<file path="config.mk">
export PLATFORM = sky130hd
export DESIGN_NAME = multicycle_state_sequencer_flat
export DESIGN_NICKNAME = d
export VERILOG_FILES = /design/src/rtl/multicycle_state_sequencer_pkg.sv /design/src/rtl/multicycle_state_sequencer_if.sv /design/src/rtl/multicycle_state_sequencer_op_classify.sv /design/src/rtl/multicycle_state_sequencer.sv /design/src/flat_wrapper.sv
export SDC_FILE = /design/constraint.sdc
export NUM_CORES = 1
export LEC_CHECK = 0
export BUFFER_PORTS_ARGS = -buffer_cell sky130_fd_sc_hd__clkbuf_2
export CAP_MARGIN = 20
export CORE_ASPECT_RATIO = 1.2
export CORE_MARGIN = 5
export CORE_UTILIZATION = 55
export CTS_CLUSTER_DIAMETER = 40
export CTS_CLUSTER_SIZE = 40
export DETAILED_ROUTE_END_ITERATION = 6
export GPL_ROUTABILITY_DRIVEN = 0
export GPL_TIMING_DRIVEN = 0
export PLACE_DENSITY = 0.87
export SYNTH_ARGS = -nofsm -noshare
export SYNTH_HDL_FRONTEND = slang
export SYNTH_SLANG_ARGS = --single-unit
export TNS_END_PERCENT = 30
</file>
<file path="constraint.sdc">
create_clock -name clk -period 2.65 [get_ports clk]
set_clock_uncertainty 0.1 [all_clocks]
set_input_delay 0.3975 -clock clk [delete_from_list [all_inputs] [get_ports clk]]
set_output_delay 0.3975 -clock clk [all_outputs]
set_load 0.005 [all_outputs]
</file>
<file path="src/rtl/multicycle_state_sequencer_pkg.sv">
`default_nettype none
// ---------------------------------------------------------------------------
// multicycle_state_sequencer_pkg : step codes, opcode/funct constants, classes
// Revision: 1.0
// ---------------------------------------------------------------------------
package multicycle_state_sequencer_pkg;

    typedef enum logic [2:0] {
        ST_IF   = 3'd0,
        ST_ID   = 3'd1,
        ST_EXEC = 3'd2,
        ST_MEM  = 3'd3,
        ST_WB   = 3'd4
    } step_t;

    typedef enum logic [3:0] {
        CL_NONE    = 4'd0,
        CL_LOAD    = 4'd1,
        CL_STORE   = 4'd2,
        CL_BRANCH  = 4'd3,
        CL_JAL     = 4'd4,
        CL_ALU     = 4'd5,
        CL_JR      = 4'd6,
        CL_J       = 4'd7,
        CL_ILLEGAL = 4'd8
    } op_class_t;

    localparam logic [5:0] OP_RTYPE = 6'b000000;
    localparam logic [5:0] OP_J     = 6'b000010;
    localparam logic [5:0] OP_JAL   = 6'b000011;
    localparam logic [5:0] OP_BEQ   = 6'b000100;
    localparam logic [5:0] OP_BNE   = 6'b000101;
    localparam logic [5:0] OP_ADDI  = 6'b001000;
    localparam logic [5:0] OP_XORI  = 6'b001110;
    localparam logic [5:0] OP_LW    = 6'b100011;
    localparam logic [5:0] OP_SW    = 6'b101011;

    localparam logic [5:0] FN_ADD   = 6'b100000;
    localparam logic [5:0] FN_SUB   = 6'b100010;
    localparam logic [5:0] FN_SLT   = 6'b101010;
    localparam logic [5:0] FN_JR    = 6'b001000;

    // Only data-memory accesses wait on the memory handshake in MEM.
    function automatic logic is_mem_access(input op_class_t cls);
        return (cls == CL_LOAD) || (cls == CL_STORE);
    endfunction

    // Classes whose path ends in MEM rather than continuing to WB.
    function automatic logic ends_in_mem(input op_class_t cls);
        return (cls == CL_STORE) || (cls == CL_JAL);
    endfunction

endpackage : multicycle_state_sequencer_pkg
`default_nettype wire

</file>
<file path="src/rtl/multicycle_state_sequencer_if.sv">
`default_nettype none
// ---------------------------------------------------------------------------
// multicycle_state_sequencer_if : instruction/handshake inputs and step outputs
// Revision: 1.0
// ---------------------------------------------------------------------------
interface multicycle_state_sequencer_if #(
    parameter int COUNT_WIDTH = 32
);
    logic [5:0]             opcode;
    logic [5:0]             funct;
    logic                   mem_ready;
    logic [2:0]             state;
    logic                   instr_done;
    logic                   illegal_op;
    logic [COUNT_WIDTH-1:0] instr_count;
    logic [COUNT_WIDTH-1:0] cycle_count;

    modport master (
        output opcode, funct, mem_ready,
        input  state, instr_done, illegal_op, instr_count, cycle_count
    );

    modport slave (
        input  opcode, funct, mem_ready,
        output state, instr_done, illegal_op, instr_count, cycle_count
    );
endinterface : multicycle_state_sequencer_if
`default_nettype wire

</file>
<file path="src/rtl/multicycle_state_sequencer_op_classify.sv">
`default_nettype none
// ---------------------------------------------------------------------------
// multicycle_op_classify : combinational opcode/funct -> instruction class
// Revision: 1.0
// ---------------------------------------------------------------------------
module multicycle_op_classify
    import multicycle_state_sequencer_pkg::*;
(
    input  logic [5:0] opcode,
    input  logic [5:0] funct,
    output op_class_t  op_class
);

    always_comb begin
        op_class = CL_ILLEGAL;
        case (opcode)
            OP_LW:            op_class = CL_LOAD;
            OP_SW:            op_class = CL_STORE;
            OP_BEQ, OP_BNE:   op_class = CL_BRANCH;
            OP_JAL:           op_class = CL_JAL;
            OP_ADDI, OP_XORI: op_class = CL_ALU;
            OP_J:             op_class = CL_J;
            OP_RTYPE: begin
                case (funct)
                    FN_ADD, FN_SUB, FN_SLT: op_class = CL_ALU;
                    FN_JR:                  op_class = CL_JR;
                    default:                op_class = CL_ILLEGAL;
                endcase
            end
            default:          op_class = CL_ILLEGAL;
        endcase
    end

endmodule : multicycle_op_classify
`default_nettype wire

</file>
<file path="src/rtl/multicycle_state_sequencer.sv">
`default_nettype none
// ---------------------------------------------------------------------------
// multicycle_state_sequencer : multi-cycle MIPS control-step FSM with counters
// Revision: 1.0
// ---------------------------------------------------------------------------
module multicycle_state_sequencer
    import multicycle_state_sequencer_pkg::*;
#(
    parameter int COUNT_WIDTH   = 32,
    parameter int USE_MEM_READY = 1
) (
    input  logic                          clk,
    input  logic                          reset,
    multicycle_state_sequencer_if.slave   bus
);

    step_t                  r_state;
    step_t                  w_state_next;
    op_class_t              r_class;
    op_class_t              w_class_next;
    op_class_t              w_decoded;
    logic                   w_ready;
    logic                   w_done;
    logic                   w_illegal;
    logic [COUNT_WIDTH-1:0] r_instr_count;
    logic [COUNT_WIDTH-1:0] r_cycle_count;

    multicycle_op_classify u_classify (
        .opcode   (bus.opcode),
        .funct    (bus.funct),
        .op_class (w_decoded)
    );

    // With the handshake disabled memory is always considered ready.
    assign w_ready = bus.mem_ready | (USE_MEM_READY == 0);

    always_ff @(posedge clk) begin
        if (reset) begin
            r_state <= ST_IF;
            r_class <= CL_NONE;
        end else begin
            r_state <= w_state_next;
            r_class <= w_class_next;
        end
    end

    always_comb begin
        w_state_next = r_state;
        w_class_next = r_class;
        w_done       = 1'b0;
        w_illegal    = 1'b0;
        case (r_state)
            ST_IF: begin
                if (w_ready) begin
                    w_state_next = ST_ID;
                end
            end
            ST_ID: begin
                w_class_next = w_decoded;
                case (w_decoded)
                    CL_ILLEGAL: begin
                        w_illegal    = 1'b1;
                        w_state_next = ST_IF;
                    end
                    CL_J: begin
                        w_done       = 1'b1;
                        w_state_next = ST_IF;
                    end
                    default: w_state_next = ST_EXEC;
                endcase
            end
            ST_EXEC: begin
                case (r_class)
                    CL_JR: begin
                        w_done       = 1'b1;
                        w_state_next = ST_IF;
                    end
                    CL_ALU:                               w_state_next = ST_WB;
                    CL_LOAD, CL_STORE, CL_BRANCH, CL_JAL: w_state_next = ST_MEM;
                    default:                              w_state_next = ST_IF;
                endcase
            end
            ST_MEM: begin
                if (is_mem_access(r_class) && !w_ready) begin
                    w_state_next = ST_MEM;
                end else if (ends_in_mem(r_class)) begin
                    w_done       = 1'b1;
                    w_state_next = ST_IF;
                end else if (r_class == CL_LOAD || r_class == CL_BRANCH) begin
                    w_state_next = ST_WB;
                end else begin
                    w_state_next = ST_IF;
                end
            end
            ST_WB: begin
                w_done       = 1'b1;
                w_state_next = ST_IF;
            end
            default: begin
                // Unreachable encoding (e.g. an upset): flag it and restart cleanly.
                w_illegal    = 1'b1;
                w_class_next = CL_NONE;
                w_state_next = ST_IF;
            end
        endcase
    end

    always_ff @(posedge clk) begin
        if (reset) begin
            r_instr_count <= '0;
            r_cycle_count <= '0;
        end else begin
            r_cycle_count <= r_cycle_count + 1'b1;
            if (w_done) begin
                r_instr_count <= r_instr_count + 1'b1;
            end
        end
    end

    assign bus.state       = r_state;
    assign bus.instr_done  = w_done & ~reset;
    assign bus.illegal_op  = w_illegal & ~reset;
    assign bus.instr_count = r_instr_count;
    assign bus.cycle_count = r_cycle_count;

endmodule : multicycle_state_sequencer
`default_nettype wire

</file>
<file path="src/flat_wrapper.sv">
// flat-port wrapper written by rule: the top's interface ports become plain ports
module multicycle_state_sequencer_flat import multicycle_state_sequencer_pkg::*;
#(
    parameter int COUNT_WIDTH   = 32,
    parameter int USE_MEM_READY = 1
)
  (clk, reset, bus_opcode, bus_funct, bus_mem_ready, bus_state, bus_instr_done, bus_illegal_op, bus_instr_count, bus_cycle_count);
  multicycle_state_sequencer_if #(.COUNT_WIDTH(COUNT_WIDTH)) bus_i ();
  input  logic clk;
  input  logic reset;
  input wire logic [$bits(bus_i.opcode)-1:0] bus_opcode;
  input wire logic [$bits(bus_i.funct)-1:0] bus_funct;
  input wire logic [$bits(bus_i.mem_ready)-1:0] bus_mem_ready;
  output wire logic [$bits(bus_i.state)-1:0] bus_state;
  output wire logic [$bits(bus_i.instr_done)-1:0] bus_instr_done;
  output wire logic [$bits(bus_i.illegal_op)-1:0] bus_illegal_op;
  output wire logic [$bits(bus_i.instr_count)-1:0] bus_instr_count;
  output wire logic [$bits(bus_i.cycle_count)-1:0] bus_cycle_count;
  assign bus_i.opcode = bus_opcode;
  assign bus_i.funct = bus_funct;
  assign bus_i.mem_ready = bus_mem_ready;
  assign bus_state = bus_i.state;
  assign bus_instr_done = bus_i.instr_done;
  assign bus_illegal_op = bus_i.illegal_op;
  assign bus_instr_count = bus_i.instr_count;
  assign bus_cycle_count = bus_i.cycle_count;
  multicycle_state_sequencer #(.COUNT_WIDTH(COUNT_WIDTH), .USE_MEM_READY(USE_MEM_READY)) u_core (.clk(clk), .reset(reset), .bus(bus_i));
endmodule
</file>
==> results_dict.tcl <==
set metrics [dict create \
    status "complete, no violations" \
    io_buffer_count 80 \
    synth_ff_type "dfxtp_1" \
    drt_iter0_markers 255 \
    fp.dieH_um 102 \
    path_clk_slew_ns 0.07 \
    first_pass_iters 5 \
    n_antenna_cell 0 \
    fin_area_mm2 0.00466 \
    synth_edf_count 0 \
    tightest_slew_ns 0.628 \
    rsz0062_at_grt "true" \
    die_w_um 86.7 \
    reg2reg_depth 5 \
    peakVddDrop_mv 0.293 \
    holdWs_ns 0.358 \
    synthesis.area_mm2 0.00388 \
    grt_overflow 0 \
    finalSetupViolCount 0 \
    syn2layout_area_growth_pct 20.0 \
    crit_fanout 10 \
    critical_path_class "flop to primary output" \
    p_per_area_mw_per_mm2 460 \
    drive_gt1_share_pct 24.9 \
    dp_hpwl_um 7360 \
    min_period_ns 2.54 \
    fin_ws_ns 0.108 \
    placementRows 33 \
    core_mm2 0.00685 \
    cts_buffers 9 \
    worst_ep_required_time_ns 2.15 \
    grt_max_degree 12 \
    final_core_util_pct 67.9 \
    cts_root_buf "clkbuf_8" \
    nets 578 \
    timing.rr.start "u_core.bus.instr_count[11]$_SDFFE_PP0P_" \
    r2r_end "u_core.bus.instr_count[26]$_SDFFE_PP0P_" \
    drcViolationCount 0 \
    place_area_mm2 0.00439 \
    antenna_found_initial 0 \
    grt.total_usage_pct 23.4 \
    worstHoldStart "bus_mem_ready" \
    layout_common_cells "80 x clkbuf_2, 71 x dfxtp_1, 55 x nor2_1" \
    wl_per_cell_um 15.7 \
    initial_core_util_pct 56.6 \
    cts_tree "built" \
    fmax_mhz 393 \
    seq_area_frac_synth_pct 36.6 \
    cts_buffer_depth 2 \
    maxSlewViolCount 0 \
    fillCellCount 573 \
    grt_pass1_wl_um 16900 \
    p_leak_nw 1.79 \
    maxCapViolCount 0 \
    dp.cells 632 \
    grt_pass1_vias 3658 \
    whs_path_depth 3 \
    critPathCaptureType "primary output" \
    fin_crit_sh_pct 95.9 \
    dp_slack_ns 0.0939 \
    arrival_ns 2.04 \
    via_count 3978 \
    final_common_cell "clkbuf_2" \
    ios 84 \
    ys_types 61 \
    hold_viol_final 0 \
    clkSinkCount 71 \
    die_area_mm2 0.00884 \
    start_kind "flop" \
    synth.avg_cell_area_um2 8.34 \
    synth-seq-cells 71 \
    timing.slew.headroom_pct 57.1 \
    htree_levels 3 \
    drt-vias-per-instance 6.09 \
    synthArstFlopShare_pct 0 \
    postCtsHoldBufs 0 \
    ant_nets 0 \
    hold_end "u_core.bus.state[0]$_SDFFE_PP0P_" \
    ys_warn_count 0 \
    clk_latency_ns 0.34 \
    synthCells 465 \
    reg2reg_setup_slack_ns 0.20 \
    routed_wl_um 10300 \
    hold_class "primary input to flop" \
    synth_nets 482 \
    stdcell_count 653 \
]
-- worst max path at each step --
stage | start | endpoint | slack [ns] | depth (start not counted)
finish | u_core.bus.state[1]$_SDFFE_PP0P_ | bus_instr_done | 0.11 | 7
global placement | bus_opcode[2] | bus_instr_done | 0.11 | 8
floorplan | bus_opcode[5] | bus_illegal_op | 0.50 | 6
detailed placement | bus_opcode[2] | bus_instr_done | 0.09 | 8
CTS | u_core.bus.state[0]$_SDFFE_PP0P_ | bus_instr_done | 0.02 | 8
global route | u_core.bus.state[0]$_SDFFE_PP0P_ | bus_instr_done | -0.02 | 8
-- state kept, by name, summed over array words and instances (netlist names) --
register and flops:
u_core.bus.cycle_count 32, u_core.bus.state 3, u_core.bus.instr_count 32, u_core.r_class 4
-- critical path, cell delays in order, from the launching register on --
cell	delay [ns]
dfxtp_1	0.39
buf_2	0.24
nor4b_4	0.28
a211oi_2	0.13
buf_4	0.19
buf_4	0.18
nor3_1	0.14
clkbuf_2	0.16
-- metal layers --
layer | routed length (um) | up-vias | global-route usage (%)
li1 | - | 1897 | -
met1 | 4300 | 1875 | 29.2
met2 | 4980 | 189 | 38.8
met3 | 809 | 17 | 4.52
met4 | 195 | 0 | 11.3
met5 | 0 | - | 0
-- cells in the mapped netlist (3+ instances only) --
master	instances	area (um^2)
or4_1	11	82.6
nor2b_1	26	163
nand2_1	25	93.8
xor2_1	19	166
nand2b_1	3	18.8
buf_2	7	35.0
mux2_2	16	180
and3_1	12	75.1
or3_1	7	43.8
o21a_1	3	22.5
nor4_1	7	43.8
xnor2_1	9	78.8
clkbuf_1	15	56.3
o31ai_1	12	90.1
inv_1	6	22.5
dfxtp_1	71	1420
a211oi_1	4	30.0
nor2_1	56	210
nand3_1	28	140
o21ai_0	11	55.1
a21oi_1	33	165
and4_1	5	43.8
nand4_1	21	131
nor3_1	11	55.1
-- kinds of logic after synthesis --
kind of cell / Yosys count / synth area share, %
adders and majority gates: 2 / 0.645
and+or+nand+nor: 231 / 33.8
AOI/OAI and AO/OA: 82 / 13.6
DFF: 71 / 36.6
xor gates and xnor gates: 28 / 6.32
buffers and inverters: 33 / 3.80
muxes: 18 / 5.22
-- layout make-up --
type                       instances  area, um^2  share of cell area, %
buffer                            27         129                   2.77
clock buffer                      12         135                   2.90
clock inverter                     4        70.1                   1.50
inverter                           6        22.5                  0.484
multi-input combinational        361        2330                   50.1
sequential                        71        1420                   30.5
tap                               87         109                   2.34
timing repair buffer              85         438                   9.40
-- timing repair --
action / 4_1_cts / 5_1_grt
endpoints found under the setup margin: 1 / 2
buffers inserted: 1 / 4
pin swaps: 1 / 5
resized for setup: 0 / 10
-- power by group --
| part | switching, mW | internal, mW |
|---|---|---|
| combinational | 0.0819 | 0.0498 |
| clock | 0.398 | 0.529 |
| sequential | 0.00890 | 1.07 |
-- per-stage QoR --
| step | power, mW | setup TNS, ns |
|---|---|---|
| 2_1_floorplan | 1.19 | 0 |
| 6_report | 2.14 | 0 |
| 3_3_place_gp | 1.23 | 0 |
| 3_5_place_dp | 1.23 | 0 |
| 4_1_cts | 2.15 | 0 |
| 5_1_grt | 2.22 | -0.0212 |
No activity file was read; power rests on OpenSTA's default activity.
